<file path="src/rtl/m68k_pkg.sv">
// Shared constants and state encoding for the 68000-to-SRAM bus bridge.
package m68k_pkg;

    localparam int unsigned CPU_ADDR_W             = 23;
    localparam int unsigned DATA_W                 = 16;
    localparam int unsigned MEM_ADDR_W             = 20;
    localparam int unsigned TIMEOUT_CYCLES_DEFAULT = 255;

    // Size of the SRAM window minus one (1 MiB of byte addresses).
    localparam logic [MEM_ADDR_W-1:0] SRAM_WINDOW  = 20'hFFFFF;

    typedef enum logic [1:0] {
        ST_IDLE   = 2'd0,
        ST_ACCESS = 2'd1,
        ST_ACK    = 2'd2,
        ST_BERR   = 2'd3
    } bus_state_t;

endpackage

</file>
<file path="src/rtl/sync2.sv">
// Two-flop synchroniser for one asynchronous control input.
module sync2 #(
    parameter logic RST_VAL = 1'b1
) (
    input  logic clk,
    input  logic reset,
    input  logic d,
    output logic q
);

    logic meta_q;
    logic sync_q;

    // Both stages reset to the idle (negated) level of the input.
    always_ff @(posedge clk or posedge reset) begin
        if (reset) begin
            meta_q <= RST_VAL;
            sync_q <= RST_VAL;
        end else begin
            meta_q <= d;
            sync_q <= meta_q;
        end
    end

    assign q = sync_q;

endmodule

</file>
<file path="src/rtl/m68k_bus_if.sv">
// 68000 asynchronous bus slave bridging CPU cycles onto a handshaked SRAM port.
module m68k_bus_if
    import m68k_pkg::*;
#(
    parameter int unsigned TIMEOUT_CYCLES = TIMEOUT_CYCLES_DEFAULT,
    parameter logic [23:0] SRAM_BASE      = 24'h000000
) (
    input  logic                  clk,
    input  logic                  reset,
    input  logic                  cpu_as_n,
    input  logic                  cpu_uds_n,
    input  logic                  cpu_lds_n,
    input  logic                  cpu_rw,
    input  logic [CPU_ADDR_W-1:0] cpu_addr,
    input  logic [DATA_W-1:0]     cpu_data_out,
    output logic [DATA_W-1:0]     cpu_data_in,
    output logic                  cpu_data_oe,
    output logic                  cpu_dtack_n,
    output logic                  cpu_berr_n,
    output logic [MEM_ADDR_W-1:0] mem_addr,
    output logic                  mem_uds,
    output logic                  mem_lds,
    output logic                  mem_rw,
    output logic [DATA_W-1:0]     mem_data_write,
    input  logic [DATA_W-1:0]     mem_data_read,
    input  logic                  mem_ack
);

    localparam int unsigned CNT_W = (TIMEOUT_CYCLES < 1) ? 1 : $clog2(TIMEOUT_CYCLES + 1);

    logic as_s_n;
    logic uds_s_n;
    logic lds_s_n;

    sync2 #(.RST_VAL(1'b1)) u_sync_as  (.clk(clk), .reset(reset), .d(cpu_as_n),  .q(as_s_n));
    sync2 #(.RST_VAL(1'b1)) u_sync_uds (.clk(clk), .reset(reset), .d(cpu_uds_n), .q(uds_s_n));
    sync2 #(.RST_VAL(1'b1)) u_sync_lds (.clk(clk), .reset(reset), .d(cpu_lds_n), .q(lds_s_n));

    bus_state_t              state_q,       state_d;
    logic [CNT_W-1:0]        cnt_q,         cnt_d;
    logic [MEM_ADDR_W-1:0]   mem_addr_q,    mem_addr_d;
    logic                    mem_uds_q,     mem_uds_d;
    logic                    mem_lds_q,     mem_lds_d;
    logic                    mem_rw_q,      mem_rw_d;
    logic [DATA_W-1:0]       mem_wdata_q,   mem_wdata_d;
    logic [DATA_W-1:0]       cpu_rdata_q,   cpu_rdata_d;
    logic                    data_oe_q,     data_oe_d;
    logic                    dtack_n_q,     dtack_n_d;
    logic                    berr_n_q,      berr_n_d;

    logic [23:0]             byte_addr_c;
    logic [23:0]             rel_addr_c;
    logic                    in_window_c;
    logic                    ds_any_c;
    logic                    cyc_qual_c;
    logic [CNT_W-1:0]        cnt_inc_c;
    logic                    timeout_c;

    // Address decode and cycle qualification from the synchronised strobes.
    always_comb begin
        byte_addr_c = {cpu_addr, 1'b0};
        rel_addr_c  = byte_addr_c - SRAM_BASE;
        in_window_c = (rel_addr_c <= 24'(SRAM_WINDOW));
        ds_any_c    = !uds_s_n || !lds_s_n;
        cyc_qual_c  = !as_s_n && ds_any_c;
        cnt_inc_c   = cnt_q + CNT_W'(1);
        timeout_c   = (cnt_inc_c == CNT_W'(TIMEOUT_CYCLES));
    end

    // State and output registers; reset drops strobes and handshakes at once.
    always_ff @(posedge clk or posedge reset) begin
        if (reset) begin
            state_q     <= ST_IDLE;
            cnt_q       <= '0;
            mem_addr_q  <= '0;
            mem_uds_q   <= 1'b0;
            mem_lds_q   <= 1'b0;
            mem_rw_q    <= 1'b1;
            mem_wdata_q <= '0;
            cpu_rdata_q <= '0;
            data_oe_q   <= 1'b0;
            dtack_n_q   <= 1'b1;
            berr_n_q    <= 1'b1;
        end else begin
            state_q     <= state_d;
            cnt_q       <= cnt_d;
            mem_addr_q  <= mem_addr_d;
            mem_uds_q   <= mem_uds_d;
            mem_lds_q   <= mem_lds_d;
            mem_rw_q    <= mem_rw_d;
            mem_wdata_q <= mem_wdata_d;
            cpu_rdata_q <= cpu_rdata_d;
            data_oe_q   <= data_oe_d;
            dtack_n_q   <= dtack_n_d;
            berr_n_q    <= berr_n_d;
        end
    end

    // Next-state and registered-output logic for the bus cycle.
    always_comb begin
        state_d     = state_q;
        cnt_d       = cnt_q;
        mem_addr_d  = mem_addr_q;
        mem_uds_d   = mem_uds_q;
        mem_lds_d   = mem_lds_q;
        mem_rw_d    = mem_rw_q;
        mem_wdata_d = mem_wdata_q;
        cpu_rdata_d = cpu_rdata_q;
        data_oe_d   = data_oe_q;
        dtack_n_d   = dtack_n_q;
        berr_n_d    = berr_n_q;

        case (state_q)
            ST_IDLE: begin
                // AS alone is not enough: on writes DS trails AS.
                if (cyc_qual_c) begin
                    if (!in_window_c) begin
                        berr_n_d = 1'b0;
                        state_d  = ST_BERR;
                    end else begin
                        cnt_d       = '0;
                        mem_addr_d  = rel_addr_c[MEM_ADDR_W-1:0];
                        mem_uds_d   = !uds_s_n;
                        mem_lds_d   = !lds_s_n;
                        mem_rw_d    = cpu_rw;
                        mem_wdata_d = cpu_rw ? '0 : cpu_data_out;
                        state_d     = ST_ACCESS;
                    end
                end
            end
            ST_ACCESS: begin
                cnt_d = cnt_inc_c;
                if (as_s_n || !ds_any_c) begin
                    // CPU abandoned the cycle: quietly release the SRAM.
                    mem_uds_d = 1'b0;
                    mem_lds_d = 1'b0;
                    state_d   = ST_IDLE;
                end else if (mem_ack) begin
                    // Ack takes priority over a coincident timeout.
                    mem_uds_d = 1'b0;
                    mem_lds_d = 1'b0;
                    if (mem_rw_q) begin
                        cpu_rdata_d = mem_data_read;
                    end
                    data_oe_d = mem_rw_q;
                    dtack_n_d = 1'b0;
                    state_d   = ST_ACK;
                end else if (timeout_c) begin
                    mem_uds_d = 1'b0;
                    mem_lds_d = 1'b0;
                    berr_n_d  = 1'b0;
                    state_d   = ST_BERR;
                end
            end
            ST_ACK: begin
                if (as_s_n) begin
                    dtack_n_d = 1'b1;
                    data_oe_d = 1'b0;
                    state_d   = ST_IDLE;
                end
            end
            ST_BERR: begin
                if (as_s_n) begin
                    berr_n_d = 1'b1;
                    state_d  = ST_IDLE;
                end
            end
            default: begin
                state_d = ST_IDLE;
            end
        endcase
    end

    assign cpu_data_in    = cpu_rdata_q;
    assign cpu_data_oe    = data_oe_q;
    assign cpu_dtack_n    = dtack_n_q;
    assign cpu_berr_n     = berr_n_q;
    assign mem_addr       = mem_addr_q;
    assign mem_uds        = mem_uds_q;
    assign mem_lds        = mem_lds_q;
    assign mem_rw         = mem_rw_q;
    assign mem_data_write = mem_wdata_q;

endmodule

</file>
<file path="config.mk">
export PLATFORM = sky130hd
export DESIGN_NAME = m68k_bus_if
export DESIGN_NICKNAME = d
export VERILOG_FILES = /design/src/rtl/m68k_pkg.sv /design/src/rtl/sync2.sv /design/src/rtl/m68k_bus_if.sv
export SDC_FILE = /design/constraint.sdc
export NUM_CORES = 1
export LEC_CHECK = 0
export CELL_PAD_IN_SITES_DETAIL_PLACEMENT = 0
export CELL_PAD_IN_SITES_GLOBAL_PLACEMENT = 1
export CORE_MARGIN = 2
export CORE_UTILIZATION = 31
export CTS_BUF_LIST = sky130_fd_sc_hd__clkbuf_8
export CTS_CLUSTER_SIZE = 40
export DETAILED_ROUTE_END_ITERATION = 12
export MAX_ROUTING_LAYER = met4
export PLACE_DENSITY_LB_ADDON = 0.1
export SLEW_MARGIN = 20
export SYNTH_ARGS = -nofsm -noshare
export SYNTH_HDL_FRONTEND = slang
export SYNTH_HIERARCHICAL = 1
export SYNTH_SLANG_ARGS = --single-unit
</file>
<file path="constraint.sdc">
create_clock -name clk -period 1.8 [get_ports clk]
set_input_delay 0.18 -clock clk [delete_from_list [all_inputs] [get_ports clk]]
set_output_delay 0.18 -clock clk [all_outputs]
set_load 0.01 [all_outputs]
</file>
==> summary.md <==
| Metric | Value |
|---|---|
| Die area | 11,100 µm² |
| Unique masters post-synth | 40 |
| Worst Setup Path Type | reg -> reg |
| Synth area leaders | dfrtp_1 (50%), mux2_2 (13%), dfstp_2 (7.4%) |
| CP Cell Sequence | ha_4 -> buf_4 -> xnor2_1 -> a2111oi_4 -> buf_4 -> and3_2 -> or3_1 |
| CP max stage cell | dfrtp_1 |
| Reg area | 1840 µm² |
| Clock-pin slew on the worst setup and hold paths | 0.08 ns |
| Critical Path Source Type | register |
| Total power draw | 0.00621 W |
| Core area | 9860 µm² |
| Final ANT Viol Nets | 0 |
| Vias per cell | 4.51 |
| Violated checks | negative setup slack |
| Die X | 105 µm |
| IO Pins | 120 |
| Dominant synthesized flop cell | dfrtp_1 |
| GRT Util Overall | 14.6% |
| Multi-input logic area | 1310 µm² |
| Max Transition Viols Final | 0 |
| Min Hold Slack | 0.252 ns |
| Vias in the first global route | 2,616 |
| Fill cells | 886 |
| Final worst path period share | 102% |
| Wire per inst | 13.9 µm |
| Syn. warnings | 6 |
| Final setup skew | 0.0183 ns |
| Final worst setup slack | -0.0340 ns |
| Fin. Hold Viols | 0 |
| Crit-path most repeated cell | buf_4 |
| Worst Hold Class | in -> reg |
| Max Freq | 545 MHz |
| Diodes inserted | 0 |
| Chip height | 105 µm |
| Layout cells sized above 1 | 24.3% |
| Syn Nets | 340 |
| Placement Setup Slack | -0.0531 ns |
| Grt ovf | 0 |
| Most frequent cells after synthesis | dfrtp_1 (64), mux2_2 (37), o21ai_0 (31) |
| Seq/Total Area, Yosys | 57.9% |
| Area growth syn-to-layout | 56.5% |
| First-pass GRT wire length | 12,500 µm |
| Flops & latches, synth | 73 |
| Leakage power | 2.15 nW |
| Gp weighted congestion | 0.760 |
| CTS root buf | clkbuf_8 |
| Syn Area/Cell | 11.7 µm² |
| Area post-placement | 4710 µm² |
| Gate count of the mapped netlist | 271 |
| WL final | 7660 µm |
| Port bufs | 118 |
| RSZ-0062 raised after global routing | yes |
| Worst-Skew Late Latency | 0.34 ns |
| Starting Density | 32.2% |
| Placed Instances | 534 |
| Status | complete, but fails checks |
| Clock buffer depth | 2 |
| Pwr/cell area | 1250 nW/µm² |
| Hold Buf Count CTS | 0 |
| FFs w/ async S/R, synth | 100% |
| Arrival @ worst endpoint | 2.05 ns |
| H-tree levels | 3 |
| Via count | 2,493 |
| Top cell type's share of synthesized area | 50.5% |
| DR iter-0 viols | 65 |
| Most common cell in the netlist | dfrtp_1 |
| Final setup fails | 4 |
| Non-Filler Instances | 553 |
| Final instance area | 4970 µm² |
| Top cell type by total area after synthesis | dfrtp_1 |
| # clock sinks | 73 |
| Critical path fanouts, max | 3 |
| CP endpoint kind | register |
| Worst path max stage delay | 0.41 ns |
| # nets final | 484 |
| Min Tclk post-route | 1.83 ns |
| Row count | 36 |
| Max Cap Violations | 0 |
| Peak VDD IR | 0.000399 V |
| DPL Wire Length | 5520 µm |
| CTS tree | yes |
| Mapped cell area | 3170 µm² |
| CTS Buf Count | 9 |
| Largest net degree at the start of global routing | 55 |
| EDFF count, synth | 0 |
| Drt drc | 0 |
| DRT Pass-1 Iters | 4 |
| Worst Path Required | 2.02 ns |
| Initial antenna violation count | 0 |
power breakdown:
part / total [W] / internal (W) / switching, W / leakage [nW]
registers: 0.00241 / 0.00214 / 0.000270 / 0.958
logic: 0.00251 / 0.00149 / 0.00103 / 1.09
clock network: 0.00128 / 0.000640 / 0.000644 / 0.0970
total: 0.00621 / 0.00427 / 0.00194 / 2.15
metrics by stage:
stage	setup TNS (ns)	utilization, %
final	-0.106	50.4
after global routing	-0.776	50.4
after CTS	-0.0310	49.8
after detailed placement	-0.107	47.8
after global placement	-0.0515	47.8
after floorplan	-0.0475	-
cells by family after synthesis:
kind of cell / after synthesis / synth area share [%]
AOI/OAI and AO/OA: 57 / 11.0
xor gates and xnor gates: 2 / 0.552
adders and majority gates: 7 / 2.76
buffers and inverters: 20 / 2.56
DFF: 73 / 57.9
muxes: 38 / 13.4
other: 1 / 0.118
and+or+nand+nor: 73 / 11.6
worst paths after layout:
kind                            depth (start not counted)                 to              start  slack, ns
worst min-delay path                                    1  u_sync_uds/meta_q          cpu_uds_n       0.25
max in group asynchronous                               3             mem_rw              reset       1.01
worst max register to register                          7         state_q[1]           cnt_q[1]      -0.03
min in group asynchronous                               2            mem_lds              reset       0.27
worst max-delay path                                    7         state_q[1]           cnt_q[1]      -0.03
worst min register to register                          0       u_sync_lds/q  u_sync_lds/meta_q       0.35
metal layers:
metal / global-route usage [%] / vias up / part of all wire, %
met5: - / - / 0
met4: 5.43 / 0 / 1.1
met1: 17.8 / 1189 / 43
met3: 4.05 / 10 / 5.9
li1: - / 1226 / -
met2: 23.2 / 68 / 50
state kept, by name, indices dropped and copies added, names as in the netlist:
name	count
mem_addr	19
mem_uds	1
u_sync_as/meta_q	1
mem_lds	1
cpu_berr_n	1
cpu_data_in	16
cnt_q	8
state_q	2
u_sync_as/q	1
u_sync_uds/meta_q	1
u_sync_lds/meta_q	1
mem_rw	1
u_sync_uds/q	1
u_sync_lds/q	1
cpu_data_oe	1
mem_data_write	16
cpu_dtack_n	1
worst max-delay path: cells and delay by family, from the launching register on:
kind            cells  cell delay, ns
buf+inv             2            0.29
simple gates        2            0.51
compound gates      1            0.09
fa+ha+maj           1            0.18
xor+xnor            1            0.24
flops               1            0.41
final cells by class:
class	instances	share of cell area [%]
Sequential cell	73	37.0
Timing Repair Buffer	143	28.6
Multi-Input combinational cell	178	26.3
Tap cell	133	3.35
Clock buffer	9	2.49
Clock inverter	7	1.44
Inverter	10	0.831
repair_timing:
action                                  CTS  global route
pin swaps                                 0             4
endpoints found under the setup margin    3            10
setup buffers                             1             2
gates cloned                              0             0
gates resized for setup                   0            13
cells in the final DEF, fill, tap and decap left out, drive strengths merged, types with 2 or more instances in the layout:
master and n:
mux2 37, dfstp 9, nand2b 16, nor3 5
a22o 3, a21boi 2, ha 7, nor2 6
clkbuf 9, o2bb2ai 2, a211oi 2, inv 10
dfrtp 64, nand4 2, and3 2, o21ai 32
buf 25, clkinv 3, nand3 6, nand2 29
clkdlybuf4s50 118, clkinvlp 3, a21oi 10, or3 4
No activity file was read; power rests on OpenSTA's default activity.
